File: config.mk
export PLATFORM = sky130hd
export DESIGN_NAME = mem_access_stage
export DESIGN_NICKNAME = d
export VERILOG_FILES = /design/src/rtl/mem_access_stage.sv
export SDC_FILE = /design/constraint.sdc
export NUM_CORES = 1
export LEC_CHECK = 0
export CORE_ASPECT_RATIO = 1.2
export CORE_MARGIN = 2
export CORE_UTILIZATION = 25
export CTS_CLUSTER_DIAMETER = 80
export CTS_CLUSTER_SIZE = 14
export DETAILED_ROUTE_END_ITERATION = 8
export MAX_ROUTING_LAYER = met4
export PLACE_DENSITY = 0.66
export SLEW_MARGIN = 10
export SYNTH_ARGS = -nofsm -noshare
export SYNTH_HDL_FRONTEND = slang
export SYNTH_SLANG_ARGS = --single-unit
export TNS_END_PERCENT = 30
File: constraint.sdc
create_clock -name clk -period 3.9 [get_ports clk]
set_input_delay 0.39 -clock clk [delete_from_list [all_inputs] [get_ports clk]]
set_output_delay 0.39 -clock clk [all_outputs]
set_load 0.05 [all_outputs]
File: src/rtl/mem_access_stage.sv
// mem_access_stage
// MEM-stage data-memory access unit. Turns the pipeline's load/store request
// into a req/ack bus transaction, stalls the pipeline while the access is
// outstanding, and returns the aligned, extended load word as RD.
module mem_access_stage #(
    parameter int TIMEOUT = 255,
    parameter int CNT_W   = 8
) (
    input  logic        clk,
    input  logic        rst_n,
    input  logic        MemReadM,
    input  logic        MemWriteM,
    input  logic [1:0]  MemSizeM,
    input  logic        MemSignedM,
    input  logic [31:0] ALUOutM,
    input  logic [31:0] WriteDataM,
    output logic [31:0] RD,
    output logic        StallM,
    output logic        MisalignM,
    output logic        BusErrM,
    output logic        dmem_req,
    output logic        dmem_we,
    output logic [31:0] dmem_addr,
    output logic [3:0]  dmem_be,
    output logic [31:0] dmem_wdata,
    input  logic        dmem_ack,
    input  logic [31:0] dmem_rdata
);

    typedef enum logic [1:0] {
        S_IDLE = 2'd0,
        S_WAIT = 2'd1,
        S_DONE = 2'd2
    } state_t;

    localparam logic [CNT_W-1:0] TIMEOUT_CNT = CNT_W'(TIMEOUT);

    state_t            r_state;
    state_t            w_nextState;
    logic [CNT_W-1:0]  r_count;
    logic [31:0]       r_rd;
    logic              r_busErr;

    logic              w_access;
    logic              w_isByte;
    logic              w_isHalf;
    logic              w_isWord;
    logic [1:0]        w_offset;
    logic              w_misalign;
    logic              w_inWait;
    logic              w_issue;
    logic              w_countAtLimit;
    logic              w_ackTaken;
    logic              w_timeout;
    logic              w_busDrive;
    logic [3:0]        w_be;
    logic [31:0]       w_wdata;
    logic [7:0]        w_byteLane;
    logic [15:0]       w_halfLane;
    logic [31:0]       w_loadData;

    // Request decode: access kind, size class and alignment. Size 11 is
    // handled exactly like a word.
    always_comb begin
        w_access   = MemReadM | MemWriteM;
        w_isByte   = (MemSizeM == 2'b00);
        w_isHalf   = (MemSizeM == 2'b01);
        w_isWord   = MemSizeM[1];
        w_offset   = ALUOutM[1:0];
        w_misalign = (w_isHalf & ALUOutM[0]) | (w_isWord & (ALUOutM[1:0] != 2'b00));
    end

    // Transaction qualifiers. A new access is only launched from IDLE, and is
    // masked while reset is asserted so the bus goes quiet immediately even if
    // the pipeline inputs still show an access. Ack wins over the timeout if
    // both land in the same cycle.
    always_comb begin
        w_inWait       = (r_state == S_WAIT);
        w_issue        = rst_n & (r_state == S_IDLE) & w_access & ~w_misalign;
        w_countAtLimit = (r_count == TIMEOUT_CNT);
        w_ackTaken     = w_inWait & dmem_ack;
        w_timeout      = w_inWait & w_countAtLimit & ~dmem_ack;
        w_busDrive     = w_issue | w_inWait;
    end

    // Store lane steering: byte enables shifted by the byte offset and the
    // store data replicated across every lane it could land in.
    always_comb begin
        w_be    = 4'b0000;
        w_wdata = WriteDataM;
        if (w_isByte) begin
            w_be    = 4'b0001 << w_offset;
            w_wdata = {4{WriteDataM[7:0]}};
        end else if (w_isHalf) begin
            w_be    = 4'b0011 << w_offset;
            w_wdata = {2{WriteDataM[15:0]}};
        end else begin
            w_be    = 4'b1111;
            w_wdata = WriteDataM;
        end
    end

    // Load lane extraction and sign/zero extension from the bus read word.
    always_comb begin
        w_byteLane = 8'h00;
        w_halfLane = w_offset[1] ? dmem_rdata[31:16] : dmem_rdata[15:0];
        w_loadData = dmem_rdata;
        case (w_offset)
            2'd0:    w_byteLane = dmem_rdata[7:0];
            2'd1:    w_byteLane = dmem_rdata[15:8];
            2'd2:    w_byteLane = dmem_rdata[23:16];
            default: w_byteLane = dmem_rdata[31:24];
        endcase
        if (w_isByte) begin
            w_loadData = {{24{MemSignedM & w_byteLane[7]}}, w_byteLane};
        end else if (w_isHalf) begin
            w_loadData = {{16{MemSignedM & w_halfLane[15]}}, w_halfLane};
        end
    end

    // FSM state register.
    always_ff @(posedge clk or negedge rst_n) begin
        if (!rst_n) begin
            r_state <= S_IDLE;
        end else begin
            r_state <= w_nextState;
        end
    end

    // FSM next-state logic: IDLE launches, WAIT ends on ack or timeout, and
    // DONE always returns to IDLE so the completed access is never re-issued.
    always_comb begin
        w_nextState = r_state;
        case (r_state)
            S_IDLE: begin
                if (w_issue) begin
                    w_nextState = S_WAIT;
                end
            end
            S_WAIT: begin
                if (w_ackTaken || w_timeout) begin
                    w_nextState = S_DONE;
                end
            end
            S_DONE: begin
                w_nextState = S_IDLE;
            end
            default: begin
                w_nextState = S_IDLE;
            end
        endcase
    end

    // FSM outputs: request, stall and the bus fields held from the inputs for
    // the whole transaction. The request drops in the cycle the timeout fires.
    always_comb begin
        dmem_req   = 1'b0;
        StallM     = 1'b0;
        dmem_we    = 1'b0;
        dmem_addr  = 32'h0000_0000;
        dmem_be    = 4'b0000;
        dmem_wdata = 32'h0000_0000;
        case (r_state)
            S_IDLE: begin
                dmem_req = w_issue;
                StallM   = w_issue;
            end
            S_WAIT: begin
                dmem_req = ~w_countAtLimit;
                StallM   = 1'b1;
            end
            default: begin
                dmem_req = 1'b0;
                StallM   = 1'b0;
            end
        endcase
        if (w_busDrive) begin
            dmem_we    = MemWriteM;
            dmem_addr  = {ALUOutM[31:2], 2'b00};
            dmem_be    = w_be;
            dmem_wdata = w_wdata;
        end
    end

    // Wait-cycle counter: counts WAIT cycles and is cleared when the access
    // finishes either way, so it is zero on entry to every WAIT.
    always_ff @(posedge clk or negedge rst_n) begin
        if (!rst_n) begin
            r_count <= '0;
        end else if (w_ackTaken || w_timeout) begin
            r_count <= '0;
        end else if (w_inWait) begin
            r_count <= r_count + 1'b1;
        end else begin
            r_count <= '0;
        end
    end

    // Load result register: captured on the ack edge for loads, forced to
    // zero on a bus timeout, otherwise held for the MEM/WB register.
    always_ff @(posedge clk or negedge rst_n) begin
        if (!rst_n) begin
            r_rd <= 32'h0000_0000;
        end else if (w_ackTaken && !MemWriteM) begin
            r_rd <= w_loadData;
        end else if (w_timeout) begin
            r_rd <= 32'h0000_0000;
        end
    end

    // Bus error pulse: high exactly for the DONE cycle that follows a timeout.
    always_ff @(posedge clk or negedge rst_n) begin
        if (!rst_n) begin
            r_busErr <= 1'b0;
        end else begin
            r_busErr <= w_timeout;
        end
    end

    // Registered and combinational flags to the pipeline.
    always_comb begin
        RD        = r_rd;
        BusErrM   = r_busErr;
        MisalignM = w_access & w_misalign;
    end

endmodule

==> run_results.csv <==
group,metric,value,unit
critical_path,cp_num_buf_inv,4,
critical_path,worstPathRequired,3.51,ns
synthesis,ys_seq_area_frac,0.3313,
critical_path,crit_path_max_fanout,41,
clock_tree,clock_sinks,43,
floorplan,die-area,13920,um^2
synthesis,synth_edf_count,0,
synthesis,synth_top_area_share,0.3313,
synthesis,async_flop_share,1.000,
synthesis,syn_avg_cell_area,8.371,um^2
timing,fmax,311.1,MHz
timing,tightest_slew,0.8680,ns
timing,post-route-min-period,3.214,ns
placed_design,port_buffers,206,
run_status,status,"finished clean",
timing,rsz0062_at_grt,"false",
grt,grt_pass1_vias,3666,
timing,maxSlewViolCount,0,
power_and_ir_drop,cellPowerDensity,533.4,nW/um^2
clock_tree,htree_levels,2,
timing,period_share,0.8241,
critical_path,critPathMostFrequentCell,"inv_1",
placed_design,place_ws,0.6487,ns
synthesis,ys_types,41,
placed_design,placedInstanceArea,5424,um^2
power_and_ir_drop,ir_worst_vdd,285.5,uV
critical_path,regToRegSetupSlack,2.03,ns
final_layout,syn_to_final_growth,72.27,%
final_layout,stdcell_area,5595,um^2
timing,hold_viol_final,0,
placed_design,place.gp.congestion,0.8545,
final_layout,final_cells,743,
critical_path,worstPathCellList,"clkdlybuf4s50_1 -> inv_1 -> ha_1 -> nor2b_1 -> a211o_1 -> a21o_1 -> inv_1 -> and2_1 -> buf_4",
floorplan,fp.coreArea,12670,um^2
critical_path,max_stage_delay,0.63,ns
critical_path,crit_path_start_kind,"primary input",
min_path,min_path_type,"primary input to asynchronous set/reset pin",
route,drc,0,
clock_tree,cts_resized,0,
route,dr.pass1.iters,5,
clock_tree,cts_buffer_depth,2,
grt,grt_overflow,0,
floorplan,dieWidth,108.1,um
grt,grt_usage,0.1875,
synthesis,synth_area_leader_cell,"dfrtp_1",
clock_tree,clock_latency,0.29,ns
final_layout,final_layout_size_suffix_gt1_frac,0.1713,
grt,grt_max_degree,65,
clock_tree,clkSlewWorstSetupHoldPaths,0.07,ns
synthesis,yosysWarnings,0,
final_layout,fin_nets,687,
route,num_vias,3666,
synthesis,synth_seq_cells,43,
placed_design,dp_cells,734,
route,first_iter_violations,179,
clock_tree,tritoncts,"built",
timing,setup_tns,0,ns
critical_path,endpoint_kind,"output port",
clock_tree,hold_buffers,0,
timing,finalSetupViolCount,0,
timing,finalWorstSetupSlack,0.6859,ns
grt,grt_pass1_wl,19.69,mm
clock_tree,cts_buffers,5,
critical_path,timing_worst_setup_path_type,"primary input to output port",
critical_path,cpMaxStageDelayCell,"inv_1",
route,wl_per_cell,17.70,um
clock_tree,root_buffer,"clkbuf_16",
grt,antenna_found_initial,0,
route,ant_nets,0,
synthesis,synth-main-ff-cell,"dfrtp_1",
floorplan,die_h,128.9,um
power_and_ir_drop,leakage,2.424,nW
placed_design,dpl.hpwl,9.938,mm
timing,skew,0.005464,ns
synthesis,synth_common_cells,"43 x dfrtp_1, 43 x nor2b_1, 40 x and2_1, 40 x nor2_1, 29 x a21oi_1",
synthesis,syn_inst,388,
critical_path,critPathTopFamily,"buffers and inverters",
power_and_ir_drop,p_total,2.985,mW
route,vias_per_cell,4.934,
run,drv_cap,0,
floorplan,ioPinCount,209,
synthesis,syn-cell-area,3248,um^2
clock_tree,cts_setup_buffers,0,
floorplan,start_util,0.2564,
timing,relSlewSlack,0.4207,
critical_path,cp.arrival,2.82,ns
synthesis,synthTopCellsByArea,"dfrtp_1 33%, nor2b_1 8.3%, and2_1 7.7%",
floorplan,num_rows,45,
route,finalWirelength,13.15,mm
## path summary, 6_finish.rpt
path                                  from            end  depth (start not counted)
worst max-delay path            ALUOutM[0]  dmem_addr[31]                          9
worst min-delay path                 rst_n         RD[13]                          2
worst max register to register  r_state[1]         RD[31]                          5
worst min register to register  r_count[0]     r_count[0]                          1
max in group asynchronous            rst_n     r_count[2]                          2
min in group clk                r_count[0]     r_count[0]                          1
## logic make-up after synthesis
family / after synthesis / synth area share
AOI/OAI and AO/OA: 111 / 0.2461
xor gates and xnor gates: 5 / 0.01348
adders and majority gates: 6 / 0.02311
buffers and inverters: 49 / 0.07126
DFF: 43 / 0.3313
muxes: 17 / 0.05239
other: 1 / 0.001155
and+or+nand+nor: 156 / 0.2612
## flip-flops by register name (all words and copies together) (netlist names)
name,cells
BusErrM,1
RD,32
r_count,8
r_state,2
## per-stage QoR
stage          utilization  hold WS, ns
2_1_floorplan            -      0.09441
3_3_place_gp        0.4281       0.4740
3_5_place_dp        0.4281       0.4802
4_1_cts             0.4415       0.3059
5_1_grt             0.4415       0.3318
6_report            0.4417       0.2717
## power by group
group / leakage, nW / total [mW] / switching (mW) / internal (mW)
logic: 1.78 / 1.82 / 1.15 / 0.671
registers: 0.557 / 0.682 / 0.0917 / 0.590
clock network: 0.0838 / 0.482 / 0.180 / 0.302
total: 2.42 / 2.98 / 1.42 / 1.56
## layout by cell type (no fill, tap or decap), types with 4 or more instances in the layout
master / count
clkdlybuf4s50_1: 134
buf_4: 66
dfrtp_1: 43
nor2b_1: 42
nor2_1: 40
and2_1: 40
a21oi_1: 29
nand2_1: 18
mux2i_1: 17
o2bb2ai_1: 16
o22ai_1: 16
a22o_1: 16
buf_12: 15
inv_1: 13
o21ai_0: 10
a222oi_1: 8
a221oi_1: 7
ha_1: 6
clkbuf_16: 5
xor2_1: 4
## cell type report
type                       instances  area [um^2]
multi-input combinational        297         1947
fill                            1208         7073
tap                              164        205.2
clock inverter                     3        43.79
inverter                          13        48.80
timing repair buffer             217         2147
antenna                            1        2.502
clock buffer                       5        125.1
sequential                        43         1076
## layer usage
metal  share of wire  vias up  track usage  wire [um]
li1                -     1748            -          -
met1            0.38     1713       0.2195       5014
met2            0.53      180       0.3270       6927
met3           0.075       25      0.04357        986
met4           0.017        0      0.03997        225
met5               0        -            -          0
No activity file was read; power rests on OpenSTA's default activity.
